## src/rtl/vdp_cartridge_slot_io.sv

```systemverilog
// rtl/vdp_cartridge_slot_io.sv - MSX slot I/O front end: VDP ports 0..3, register/palette/VRAM forwarding.
// Slot strobes are resynchronised; a one-deep defer slot plus /WAIT keeps VRAM traffic lossless.
module vdp_cartridge_slot_io #(
  parameter logic [7:0] IO_BASE = 8'h88
) (
  input  logic        clk14m,
  input  logic        slot_reset_n,
  input  logic        slot_iorq_n,
  input  logic        slot_rd_n,
  input  logic        slot_wr_n,
  input  logic [7:0]  slot_a,
  input  logic [7:0]  slot_d_in,
  output logic [7:0]  slot_d_out,
  output logic        slot_data_dir,
  output logic        busdir,
  output logic        oe_n,
  output logic        slot_wait,
  output logic        slot_intr,
  input  logic        init_busy,
  input  logic        vsync_pulse,
  input  logic        cmd_tr,
  input  logic        cmd_ce,
  input  logic [7:0]  cmd_clr,
  output logic        reg_wr,
  output logic [5:0]  reg_num,
  output logic [7:0]  reg_data,
  output logic        pal_wr,
  output logic [3:0]  pal_num,
  output logic [15:0] pal_data,
  output logic        vram_valid,
  output logic        vram_write,
  output logic [16:0] vram_addr,
  output logic [7:0]  vram_wdata,
  input  logic        vram_ready,
  input  logic        vram_rdata_en,
  input  logic [7:0]  vram_rdata
);

  logic [1:0]  iorq_q, rd_q, wr_q;
  logic [7:0]  a_q1, a_q2, d_q1, d_q2;
  logic        sel, wr_act, rd_act, wr_prev, rd_prev, wr_ev, rd_end;
  logic [1:0]  port, rd_port;

  logic        phase, pal_phase, f_flag, r1_ie0, r17_aii, rd_pending;
  logic [7:0]  latch, pal_latch, prefetch;
  logic [2:0]  r14;
  logic [3:0]  r15, r16;
  logic [5:0]  r17_num;
  logic [16:0] addr;

  logic        defer_valid, defer_write;
  logic [16:0] defer_addr;
  logic [7:0]  defer_data;

  logic        rw_fire, req_fire, req_write, free_core, stall;
  logic [5:0]  rw_num;
  logic [7:0]  rw_data, req_data, status, rd_mux;
  logic [16:0] req_addr, set_addr;

  always_ff @(posedge clk14m or negedge slot_reset_n) begin
    if (!slot_reset_n) begin
      iorq_q <= 2'b11;
      rd_q   <= 2'b11;
      wr_q   <= 2'b11;
      a_q1   <= 8'h00;
      a_q2   <= 8'h00;
      d_q1   <= 8'h00;
      d_q2   <= 8'h00;
    end else begin
      iorq_q <= {iorq_q[0], slot_iorq_n};
      rd_q   <= {rd_q[0], slot_rd_n};
      wr_q   <= {wr_q[0], slot_wr_n};
      a_q1   <= slot_a;
      a_q2   <= a_q1;
      d_q1   <= slot_d_in;
      d_q2   <= d_q1;
    end
  end

  assign sel      = !iorq_q[1] && (a_q2[7:2] == IO_BASE[7:2]);
  assign port     = a_q2[1:0];
  assign wr_act   = sel && !wr_q[1];
  assign rd_act   = sel && !rd_q[1];
  assign wr_ev    = wr_act && !wr_prev;
  assign rd_end   = rd_prev && !rd_act;
  assign set_addr = {r14, d_q2[5:0], latch};

  always_comb begin
    rw_fire   = 1'b0;
    rw_num    = 6'd0;
    rw_data   = 8'h00;
    req_fire  = 1'b0;
    req_write = 1'b0;
    req_addr  = addr;
    req_data  = d_q2;
    if (wr_ev) begin
      case (port)
        2'd0: begin
          req_fire  = 1'b1;
          req_write = 1'b1;
        end
        2'd1: begin
          if (phase && d_q2[7]) begin
            rw_fire = 1'b1;
            rw_num  = d_q2[5:0];
            rw_data = latch;
          end else if (phase && !d_q2[6]) begin
            req_fire = 1'b1;
            req_addr = set_addr;
          end
        end
        2'd3: begin
          rw_fire = 1'b1;
          rw_num  = r17_num;
          rw_data = d_q2;
        end
        default: ;
      endcase
    end else if (rd_end && rd_port == 2'd0) begin
      req_fire = 1'b1;
    end
  end

  always_comb begin
    case (r15)
      4'd0:    status = {f_flag, 7'b0};
      4'd2:    status = {cmd_tr, 6'b0, cmd_ce};
      4'd7:    status = cmd_clr;
      default: status = 8'h00;
    endcase
    case (port)
      2'd0:    rd_mux = prefetch;
      2'd1:    rd_mux = status;
      default: rd_mux = 8'h00;
    endcase
  end

  // A request may issue on the same edge the previous one is accepted or its data returns.
  assign free_core = (!vram_valid || vram_ready) && (!rd_pending || vram_rdata_en);
  assign stall     = sel && port == 2'd0 && (rd_act || wr_act) &&
                     (vram_valid || rd_pending || defer_valid || req_fire);

  always_ff @(posedge clk14m or negedge slot_reset_n) begin
    if (!slot_reset_n) begin
      wr_prev       <= 1'b0;
      rd_prev       <= 1'b0;
      rd_port       <= 2'd0;
      slot_d_out    <= 8'h00;
      slot_data_dir <= 1'b0;
      oe_n          <= 1'b1;
      slot_wait     <= 1'b1;
      phase         <= 1'b0;
      latch         <= 8'h00;
      addr          <= 17'd0;
      pal_phase     <= 1'b0;
      pal_latch     <= 8'h00;
      pal_wr        <= 1'b0;
      pal_num       <= 4'd0;
      pal_data      <= 16'h0000;
      reg_wr        <= 1'b0;
      reg_num       <= 6'd0;
      reg_data      <= 8'h00;
      r1_ie0        <= 1'b0;
      r14           <= 3'd0;
      r15           <= 4'd0;
      r16           <= 4'd0;
      r17_aii       <= 1'b0;
      r17_num       <= 6'd0;
      f_flag        <= 1'b0;
    end else begin
      wr_prev       <= wr_act;
      rd_prev       <= rd_act;
      oe_n          <= 1'b0;
      slot_wait     <= init_busy || stall;
      slot_data_dir <= rd_act;
      slot_d_out    <= rd_act ? rd_mux : 8'h00;
      pal_wr        <= 1'b0;
      reg_wr        <= rw_fire;
      if (rd_act) rd_port <= port;
      if (rw_fire) begin
        reg_num  <= rw_num;
        reg_data <= rw_data;
      end

      if (wr_ev && port == 2'd1) begin
        phase <= !phase;
        if (!phase) latch <= d_q2;
        else if (!d_q2[7]) addr <= set_addr + {16'd0, !d_q2[6]};
      end
      if (rd_end && rd_port == 2'd1) phase <= 1'b0;
      if ((wr_ev && port == 2'd0) || (rd_end && rd_port == 2'd0)) addr <= addr + 17'd1;

      if (wr_ev && port == 2'd2) begin
        pal_phase <= !pal_phase;
        if (!pal_phase) begin
          pal_latch <= d_q2;
        end else begin
          pal_wr   <= 1'b1;
          pal_num  <= r16;
          pal_data <= {pal_latch, d_q2};
          r16      <= r16 + 4'd1;
        end
      end
      if (wr_ev && port == 2'd3 && !r17_aii) r17_num <= r17_num + 6'd1;

      // Explicit register writes land after the auto-increments so they take priority.
      if (rw_fire) begin
        case (rw_num)
          6'd1:  r1_ie0 <= rw_data[5];
          6'd14: r14    <= rw_data[2:0];
          6'd15: r15    <= rw_data[3:0];
          6'd16: r16    <= rw_data[3:0];
          6'd17: begin
            r17_aii <= rw_data[7];
            r17_num <= rw_data[5:0];
          end
          default: ;
        endcase
      end

      if (vsync_pulse) f_flag <= 1'b1;
      else if (rd_end && rd_port == 2'd1 && r15 == 4'd0) f_flag <= 1'b0;
    end
  end

  always_ff @(posedge clk14m or negedge slot_reset_n) begin
    if (!slot_reset_n) begin
      vram_valid  <= 1'b0;
      vram_write  <= 1'b0;
      vram_addr   <= 17'd0;
      vram_wdata  <= 8'h00;
      rd_pending  <= 1'b0;
      prefetch    <= 8'h00;
      defer_valid <= 1'b0;
      defer_write <= 1'b0;
      defer_addr  <= 17'd0;
      defer_data  <= 8'h00;
    end else begin
      if (vram_valid && vram_ready) vram_valid <= 1'b0;
      if (vram_rdata_en) begin
        rd_pending <= 1'b0;
        prefetch   <= vram_rdata;
      end
      if (defer_valid && free_core) begin
        vram_valid  <= 1'b1;
        vram_write  <= defer_write;
        vram_addr   <= defer_addr;
        vram_wdata  <= defer_data;
        if (!defer_write) rd_pending <= 1'b1;
        defer_valid <= req_fire;
        defer_write <= req_write;
        defer_addr  <= req_addr;
        defer_data  <= req_data;
      end else if (req_fire && free_core) begin
        vram_valid <= 1'b1;
        vram_write <= req_write;
        vram_addr  <= req_addr;
        vram_wdata <= req_data;
        if (!req_write) rd_pending <= 1'b1;
      end else if (req_fire) begin
        defer_valid <= 1'b1;
        defer_write <= req_write;
        defer_addr  <= req_addr;
        defer_data  <= req_data;
      end
    end
  end

  assign busdir    = slot_data_dir;
  assign slot_intr = f_flag && r1_ie0;

endmodule

```

## config.mk

```make
export PLATFORM = sky130hd
export DESIGN_NAME = vdp_cartridge_slot_io
export DESIGN_NICKNAME = d
export VERILOG_FILES = /design/src/rtl/vdp_cartridge_slot_io.sv
export SDC_FILE = /design/constraint.sdc
export NUM_CORES = 1
export LEC_CHECK = 0
export BUFFER_PORTS_ARGS = -buffer_cell sky130_fd_sc_hd__buf_2
export CAP_MARGIN = 40
export CORE_MARGIN = 2
export CORE_UTILIZATION = 50
export CTS_CLUSTER_DIAMETER = 50
export DETAILED_ROUTE_END_ITERATION = 10
export PLACE_DENSITY_LB_ADDON = 0.2
export SYNTH_ARGS = -nofsm -noshare
export SYNTH_HDL_FRONTEND = slang
export SYNTH_SLANG_ARGS = --single-unit
```

## constraint.sdc

```tcl
create_clock -name clk14m -period 3.9 [get_ports clk14m]
set_input_delay 0.39 -clock clk14m [delete_from_list [all_inputs] [get_ports clk14m]]
set_output_delay 0.39 -clock clk14m [all_outputs]
set_load 0.01 [all_outputs]
```

==> metrics <==
Wirelength per Cell 20.0 µm; IO buf count 118; Synth Register Bits 206; final antenna-violating net count 0; Slew Limit Headroom 0.412; Layout Cells excl Fill 1123; Die Wd 140 µm; Die Y 140 µm; mean post-synth cell area 12.6 µm²; setup TNS 0 ns; vias 6388; Post-synth EDFFs 0; Slew @ Worst Pin 0.882 ns; Placed Cells 1059; CTS buffer count 25; Post-Synthesis Cells 731; max-slew violations 0; crit path capture type flop; Die ar. 0.0195 mm²; Total Nets Final 924; MaxCap Viol Count 0; Max VDD drop 0.305 mV; Max Fanout on Critical Path 12; status complete, but fails checks; Area Growth Syn to Fin 20.8%; CP Class reg2reg; Main synth FF type dfrtp_1; cell area after layout 0.0111 mm²; mapped cell area 0.00918 mm²; FF-to-FF path depth 5; Max Clock Freq 0.339 GHz; gpl congestion 0.924; Post-CTS Resized 0; gr usage total 0.233; drt total wl 22.5 mm; total gr overflow 0; vias in the first global route 6689; final worst setup slack 0.953 ns; pin count of the biggest net entering global routing 104; Root Buffer clkbuf_16; clock tree from TritonCTS built; RSZ-0062 raised after global routing no; final hold violations 19; worst hold margin -0.0433 ns; layout cell share with drive strength beyond 1 0.388; num rows 49; Synth cell types 64; post-place instance area 0.0101 mm²; vias per cell 5.69; HP Class in2async; n_diodes 0; DP HPWL 15.7 mm; TritonRoute pass-1 iters 5; DR iter-0 viols 340; syn_nets 779; I/O Pins 119; PD cells 431 mW/mm²; Initial Util 0.511; Core Region 0.0180 mm²; failing checks hold timing; total power 4.79 mW; first-pass GRT wire length 36.0 mm; H-tree Lvls 1; Clk Latency, worst-skew pair 0.52 ns; initial antenna violation count 0; DRC 0; Post-synth ARST share 1.00; sequential-to-total area share from yosys stat 0.562; Max Buffers Root-to-Sink 3; YS warnings 0; startpoint types flop; fin util 0.618; final count of negative-setup-slack endpoints 0; dpl ws 0.969 ns; period utilisation layout 0.756; Reg clk slew, reported paths 0.06 ns; worst clock skew 0.0165 ns; # clock sinks 206; WP data arrival 3.36 ns; P_leak 5.49 nW; Critical Path RT 4.31 ns; minimum clock period 2.95 ns
worst paths after layout:
check,start,end,slack (ns)
min in group clk14m,vsync_pulse,f_flag,0.07
setup reg to reg,a_q2[4],addr[5],0.95
hold reg to reg,a_q1[5],a_q2[5],0.34
hold / removal,slot_reset_n,prefetch[1],-0.04
max in group asynchronous,slot_reset_n,oe_n,2.92
setup / recovery,a_q2[4],addr[5],0.95
cells by family after synthesis:
kind of cell	share of synthesized area
DFF	0.562
other	0.000408
buffers and inverters	0.0236
muxes	0.204
AOI/OAI and AO/OA	0.0627
and+or+nand+nor	0.111
xor gates and xnor gates	0.0277
adders and majority gates	0.00790
power breakdown:
part | internal (mW) | leakage [nW] | switching (mW)
Sequential | 2.20 | 2.74 | 0.0436
Clock | 1.42 | 0.412 | 0.890
Combinational | 0.103 | 2.33 | 0.130
Total | 3.72 | 5.49 | 1.06
cell usage in the layout (no fill, tap or decap), types with 15 or more instances in the layout:
master / Yosys / final
dfrtp_1: 198 / 198
mux2_2: 141 / 141
buf_2: 5 / 117
nand2_1: 53 / 53
nor2_1: 39 / 39
clkbuf_16: 0 / 25
dlygate4sd3_1: 0 / 19
a22oi_1: 17 / 17
buf_4: 3 / 17
nand3_1: 16 / 16
o21ai_0: 15 / 15
xnor2_1: 15 / 15
final cells by class:
class                           count  area, µm²
Fill cell                        1447       6870
Sequential cell                   206       5160
Timing Repair Buffer              157        980
Clock inverter                     14        161
Multi-Input combinational cell    477       3800
Clock buffer                       31        668
Tap cell                          229        287
Inverter                            9       33.8
what timing repair did:
action                                 in CTS  in global routing
endpoints found under the hold margin      19                  0
hold buffers                               19                  0
setup buffers                               0                  0
flip-flops by register name, indices dropped and copies added (netlist names), 6 cells and up:
| name | flops |
|---|---|
| slot_d_out | 8 |
| addr | 17 |
| d_q1 | 8 |
| latch | 8 |
| a_q2 | 8 |
| reg_num | 6 |
| prefetch | 8 |
| pal_latch | 8 |
| defer_addr | 17 |
| reg_data | 8 |
| a_q1 | 8 |
| defer_data | 8 |
| vram_wdata | 8 |
| pal_data | 16 |
| r17_num | 6 |
| d_q2 | 8 |
| vram_addr | 17 |
layer usage:
layer | track usage | up-vias | share of wire
li1 | - | 2920 | -
met1 | 0.315 | 3233 | 0.43
met2 | 0.380 | 189 | 0.48
met3 | 0.0471 | 46 | 0.063
met4 | 0.0792 | 0 | 0.029
met5 | 0 | - | 0
Yosys cell counts (all sizes together) (5+ instances only):
| library cell | n | share of area |
|---|---|---|
| ha | 5 | 0.0068 |
| nor3 | 10 | 0.0060 |
| nand3 | 16 | 0.0087 |
| inv | 9 | 0.0037 |
| buf | 10 | 0.0080 |
| xor2 | 14 | 0.013 |
| mux2i | 14 | 0.015 |
| dfrtp | 198 | 0.54 |
| dfstp | 8 | 0.023 |
| xnor2 | 15 | 0.014 |
| and3 | 6 | 0.0041 |
| nor2 | 39 | 0.016 |
| nand4 | 10 | 0.0068 |
| o211ai | 6 | 0.0049 |
| o21ai | 17 | 0.0097 |
| nand2 | 53 | 0.022 |
| nand2b | 8 | 0.0054 |
| a21oi | 12 | 0.0065 |
| mux2 | 151 | 0.19 |
| a211oi | 6 | 0.0049 |
| and2 | 9 | 0.0061 |
| clkbuf | 29 | 0.012 |
| a22oi | 17 | 0.014 |
| nor4 | 8 | 0.0054 |
critical path, stage by stage, from the launching register on:
cell,delay (ns)
dfrtp_1,0.37
or4b_1,0.71
or4_1,0.68
nor2_1,0.69
a311oi_1,0.13
a211oi_1,0.26
(Power assumes the default switching activity.)
